### config.mk
export PLATFORM = sky130hd
export DESIGN_NAME = hazard_scoreboard
export DESIGN_NICKNAME = d
export VERILOG_FILES = /design/src/rtl/hazard_scoreboard.sv
export SDC_FILE = /design/constraint.sdc
export NUM_CORES = 1
export LEC_CHECK = 0
export ABC_AREA = 1
export ABC_CLOCK_PERIOD_IN_PS = 2800
export BUFFER_PORTS_ARGS = -buffer_cell sky130_fd_sc_hd__buf_2
export CORE_MARGIN = 2
export CORE_UTILIZATION = 35
export CTS_CLUSTER_DIAMETER = 30
export CTS_CLUSTER_SIZE = 12
export DETAILED_ROUTE_END_ITERATION = 10
export GPL_TIMING_DRIVEN = 0
export SYNTH_ARGS = -nofsm -noshare
export SYNTH_HDL_FRONTEND = slang
export SYNTH_SLANG_ARGS = --single-unit
### constraint.sdc
create_clock -name clk -period 2.8 [get_ports clk]
set_input_delay 0.28 -clock clk [delete_from_list [all_inputs] [get_ports clk]]
set_output_delay 0.28 -clock clk [all_outputs]
set_load 0.1 [all_outputs]
### src/rtl/hazard_scoreboard.sv
// hazard_scoreboard: data-hazard scoreboard and branch fetch-hold controller
// for a 5-stage pipeline (IF, ID, EX, MEM, WB).
//
// Ports:
//   clk                        pipeline clock, rising edge
//   reset                      synchronous active-high clear
//   id_valid                   ID holds a real instruction
//   id_rs, id_rt               ID source register numbers
//   id_rs_used, id_rt_used     corresponding source is read
//   id_regwr, id_rw            ID instruction writes register id_rw
//   id_branch                  ID instruction is beq/bne/bgtz
//   if_stall                   hold PC and IF/ID
//   id_stall                   hold the ID instruction (data hazard)
//   ex_bubble                  load a NOP into ID/EX
//   pending                    per-register outstanding-write flags
module hazard_scoreboard #(
    parameter int unsigned NREG     = 32,
    parameter int unsigned WB_DIST  = 3,
    parameter int unsigned BR_DELAY = 2
) (
    input  logic            clk,
    input  logic            reset,
    input  logic            id_valid,
    input  logic [4:0]      id_rs,
    input  logic [4:0]      id_rt,
    input  logic            id_rs_used,
    input  logic            id_rt_used,
    input  logic            id_regwr,
    input  logic [4:0]      id_rw,
    input  logic            id_branch,
    output logic            if_stall,
    output logic            id_stall,
    output logic            ex_bubble,
    output logic [NREG-1:0] pending
);

    localparam int unsigned CW = $clog2(WB_DIST + 1);
    localparam int unsigned BW = $clog2(BR_DELAY + 1);

    typedef enum logic {
        S_IDLE = 1'b0,
        S_HOLD = 1'b1
    } state_t;

    logic [CW-1:0] r_cnt [NREG];
    state_t        r_state;
    state_t        w_state_nxt;
    logic [BW-1:0] r_brcnt;
    logic [BW-1:0] w_brcnt_nxt;

    logic w_rs_hz;
    logic w_rt_hz;
    logic w_id_stall;
    logic w_issue;
    logic w_wr_en;
    logic w_br_issue;

    // Scoreboard view: a register is pending while its countdown is nonzero.
    always_comb begin
        pending = '0;
        for (int unsigned i = 0; i < NREG; i++) begin
            pending[i] = (r_cnt[i] != '0);
        end
    end

    // Source reads are checked against the current scoreboard, before this
    // instruction's own write is recorded.
    assign w_rs_hz    = id_rs_used & (id_rs != 5'd0) & pending[id_rs];
    assign w_rt_hz    = id_rt_used & (id_rt != 5'd0) & pending[id_rt];
    assign w_id_stall = ~reset & id_valid & (w_rs_hz | w_rt_hz);
    assign w_issue    = id_valid & ~w_id_stall & ~reset;
    assign w_wr_en    = w_issue & id_regwr & (id_rw != 5'd0);
    assign w_br_issue = w_issue & id_branch;

    assign id_stall  = w_id_stall;
    assign ex_bubble = w_id_stall;
    assign if_stall  = ~reset & (w_id_stall | (id_valid & id_branch) |
                                 (r_state == S_HOLD));

    // Countdown per register; a new issue reloads, overriding the decrement.
    always_ff @(posedge clk) begin
        for (int unsigned i = 0; i < NREG; i++) begin
            if (reset || i == 0) begin
                r_cnt[i] <= '0;
            end else if (w_wr_en && id_rw == 5'(i)) begin
                r_cnt[i] <= CW'(WB_DIST);
            end else if (r_cnt[i] != '0) begin
                r_cnt[i] <= r_cnt[i] - CW'(1);
            end
        end
    end

    // Branch FSM state register.
    always_ff @(posedge clk) begin
        if (reset) begin
            r_state <= S_IDLE;
            r_brcnt <= '0;
        end else begin
            r_state <= w_state_nxt;
            r_brcnt <= w_brcnt_nxt;
        end
    end

    // Branch FSM next state; a branch issuing always (re)starts the hold.
    always_comb begin
        w_state_nxt = r_state;
        w_brcnt_nxt = r_brcnt;
        case (r_state)
            S_IDLE: begin
                if (w_br_issue) begin
                    w_state_nxt = S_HOLD;
                    w_brcnt_nxt = BW'(BR_DELAY);
                end
            end
            S_HOLD: begin
                if (w_br_issue) begin
                    w_state_nxt = S_HOLD;
                    w_brcnt_nxt = BW'(BR_DELAY);
                end else if (r_brcnt == BW'(1)) begin
                    w_state_nxt = S_IDLE;
                    w_brcnt_nxt = '0;
                end else begin
                    w_brcnt_nxt = r_brcnt - BW'(1);
                end
            end
            default: begin
                w_state_nxt = S_IDLE;
                w_brcnt_nxt = '0;
            end
        endcase
    end

endmodule

==> impl_metrics.csv <==
group,metric,value,unit
placement,dpl-instance-area,0.005708,mm^2
worst_hold_path,hold_path.class,"in -> reg",
logic_synthesis,syn_area_per_cell,8.849,um^2
timing,relSlewSlack,48.45,%
route,drtPass1Iterations,5,
logic_synthesis,synth_xor_area_share,0,%
logic_synthesis,yosysUniqueCellTypes,28,
timing,hold_ws,0.1529,ns
die,die_x,123.6,um
die,dieHeight,123.6,um
die,fp.dieArea,0.01528,mm^2
worst_setup_path,rrSetupSlack,0.41,ns
route,wire_per_inst,16.88,um
clock_network,root_buffer,"clkbuf_16",
route,drc,0,
layout,multiInputGateArea,0.002599,mm^2
logic_synthesis,syn_area,0.005009,mm^2
logic_synthesis,ys_ff_latch,65,
timing,period_minus_slack,2.628,ns
worst_setup_path,required,2.52,ns
worst_setup_path,rr_worst_depth,15,
worst_setup_path,end_kind,"primary output",
route,wl,13740,um
clock_network,clkLatencyLatePin,0.34,ns
timing,finClkSkew,0.005690,ns
die,ioPinCount,57,
route,vias,4257,
power,powerDensity,1269,mW/mm^2
logic_synthesis,seq_area_frac_synth,38.37,%
die,initial_core_util,35.94,%
logic_synthesis,synth_top_area_cell,"edfxtp_1",
clock_network,cts_tree,"done",
worst_setup_path,path_cells,"inv_1 > ha_1 > inv_1 > nand2_1 > nand3_1 > nand3_1 > nand3_1 > nand3_1 > nand2_1 > nand2_2 > nand2_4 > nand3_4 > clkinvlp_4 > buf_12 > buf_6",
placement,port_buffers,51,
timing,fmax,380.5,MHz
worst_setup_path,worstSetupPathType,"reg -> out",
layout,syn2layout_area_growth,20.21,%
placement,hpwl,10750,um
logic_synthesis,synth_warnings,0,
logic_synthesis,yosys-mux-area-fraction,0,%
worst_setup_path,reg2reg_to,"r_cnt[0][15]",
outcome,status,"completed",
worst_setup_path,cp.arrival,2.35,ns
route,antenna_left,0,
die,rows,43,
global_route,use_met3,3.755,%
placement,place.gp.congestion,0.9055,
layout,fin_area,0.006021,mm^2
clock_network,cts_made_buffers,9,
global_route,grt_max_degree,11,
clock_network,cts.sinks,65,
timing,final.period_utilization,93.86,%
power,peakVddDrop,1.327,mV
logic_synthesis,yosysTopAreaCellShare,37.17,%
logic_synthesis,yosys.area_share.simple,29.58,%
placement,pre_cts_ws,0.3518,ns
layout,insertedDiodeCount,0,
worst_setup_path,cpPeakStageDelay,0.35,ns
power,power,7639,uW
timing,hold_viol_final,0,
run,max_cap_viol_count,0,
timing,rsz0062_at_grt,"no",
worst_setup_path,start_kind,"flip-flop",
timing,setup_viol,0,
worst_setup_path,r2r-start,"r_cnt[0][12]",
global_route,grt_pass1_wl,22150,um
logic_synthesis,synth_fa_ha_area_share,7.994,%
logic_synthesis,syn_nets,620,
global_route,grt_overflow,0,
timing,final_max_slew_viol_count,0,
logic_synthesis,synth_cells,566,
clock_network,path_clk_slew,0.05,ns
timing,fin_ws,0.1719,ns
logic_synthesis,synth_area_leaders,"edfxtp_1 37%, nand3_4 10%, o31ai_1 9.3%",
worst_setup_path,cp_common_cell,"nand3_1",
worst_setup_path,crit_start,"r_cnt[0][26]",
route,drt-initial-drc-count,338,
logic_synthesis,synth_top_family_by_area,"simple AND/OR/NAND/NOR gates",
die,core,0.01393,mm^2
clock_network,htree_levels,3,
layout,layout.nets,683,
worst_setup_path,critical_path.endpoint,"id_stall",
worst_setup_path,cp_slowest_cell,"edfxtp_1",
route,viasPerCell,5.230,
worst_setup_path,path_max_fanout,4,
logic_synthesis,synth_compound_area_share,10.82,%
layout,fillers,1373,
global_route,antenna_found_initial,0,
timing,worst_pin_slew,0.7733,ns
global_route,grt_util_all_layers,19.41,%
layout,drive_above_1_share,24.29,%
layout,seqCellArea,0.001922,mm^2
global_route,grt_pass1_vias,4145,
layout,final_util,43.21,%
global_route,met2_usage,30.77,%
power,p_leak,0.002421,uW
global_route,use_met1,25.78,%
clock_network,cts_buffer_depth,2,
global_route,busiest_layer,"met2",
==> repair_timing <==
item	CTS	global route
endpoints found under the setup margin	1	3
resized for setup	1	12
buffers inserted	0	1
cloned	0	0
hold buffers	0	0
==> cells in the final DEF, fill, tap and decap left out, types with 3 or more instances in the layout <==
| cell | count |
|---|---|
| nor2_1 | 26 |
| o21ai_0 | 4 |
| ha_2 | 4 |
| buf_6 | 7 |
| buf_12 | 4 |
| buf_2 | 49 |
| nand3_4 | 30 |
| inv_1 | 91 |
| clkbuf_16 | 9 |
| inv_2 | 11 |
| edfxtp_1 | 62 |
| buf_4 | 7 |
| dfxtp_1 | 3 |
| clkinvlp_4 | 12 |
| ha_4 | 11 |
| o31ai_1 | 62 |
| nor3_1 | 10 |
| nand3_1 | 85 |
| nand2_1 | 91 |
| ha_1 | 17 |
| clkbuf_1 | 16 |
| a21oi_1 | 6 |
==> layer usage <==
| metal | vias up | wire length (um) |
|---|---|---|
| met3 | 22 | 837 |
| met2 | 133 | 6613 |
| li1 | 2074 | - |
| met1 | 2028 | 5956 |
| met5 | - | 0 |
| met4 | 0 | 334 |
==> synth_stat cells (all sizes together) <==
cell / instances
nor3: 10
edfxtp: 62
buf: 15
nor2: 27
dfxtp: 3
o31ai: 62
a21oi: 7
ha: 32
a41oi: 1
inv: 116
o21ai: 5
conb: 1
clkinv: 1
nand2: 93
nand4: 1
nand3: 116
o211ai: 1
clkbuf: 13
==> report_power, final <==
part	internal (uW)	switching (uW)
logic	1110	3630
registers	1630	170
clock network	683	410
total	3420	4210
==> registers in the layout, indices dropped and copies added (netlist names) <==
name / flops
r_cnt: 62
r_state: 1
r_brcnt: 2
==> how the worst min path moves through the flow <==
stage	to	cells after the start	slack (ns)	startpoint
2_1_floorplan	r_brcnt[0]	1	0.37	id_branch
3_3_place_gp	r_brcnt[0]	2	0.50	id_branch
3_5_place_dp	r_brcnt[0]	2	0.51	id_branch
4_1_cts	r_brcnt[0]	2	0.15	id_branch
5_1_grt	r_brcnt[0]	2	0.17	id_branch
6_report	r_brcnt[0]	2	0.15	id_branch
==> critical path, delay by kind of cell (launching register included) <==
kind	cells	cell delay [ns]
adder cells (fa/ha/maj)	1	0.23
AND/OR/NAND/NOR	9	0.77
flip-flops	1	0.35
buffers and inverters	5	0.64
==> through the flow <==
step                instances  TNS (ns)
CTS                       813         0
global route              814         0
floorplan                 566  -0.08887
finish                    814         0
global placement          797         0
detailed placement        797         0
==> final cells by class <==
type	instances	share of cell area (%)
clock buffer	12	3.928
timing repair buffer	52	4.613
tap	180	3.741
buffer	28	3.782
multi-input combinational	356	43.16
inverter	117	8.126
sequential	65	31.92
clock inverter	4	0.7273
==> kinds of logic after synthesis <==
logic type                 count (synthesis)
AOI/OAI and AO/OA                         76
adders and majority gates                 32
buffers and inverters                    145
DFF                                       65
other                                      1
and+or+nand+nor                          247
No activity file was read; power rests on OpenSTA's default activity.
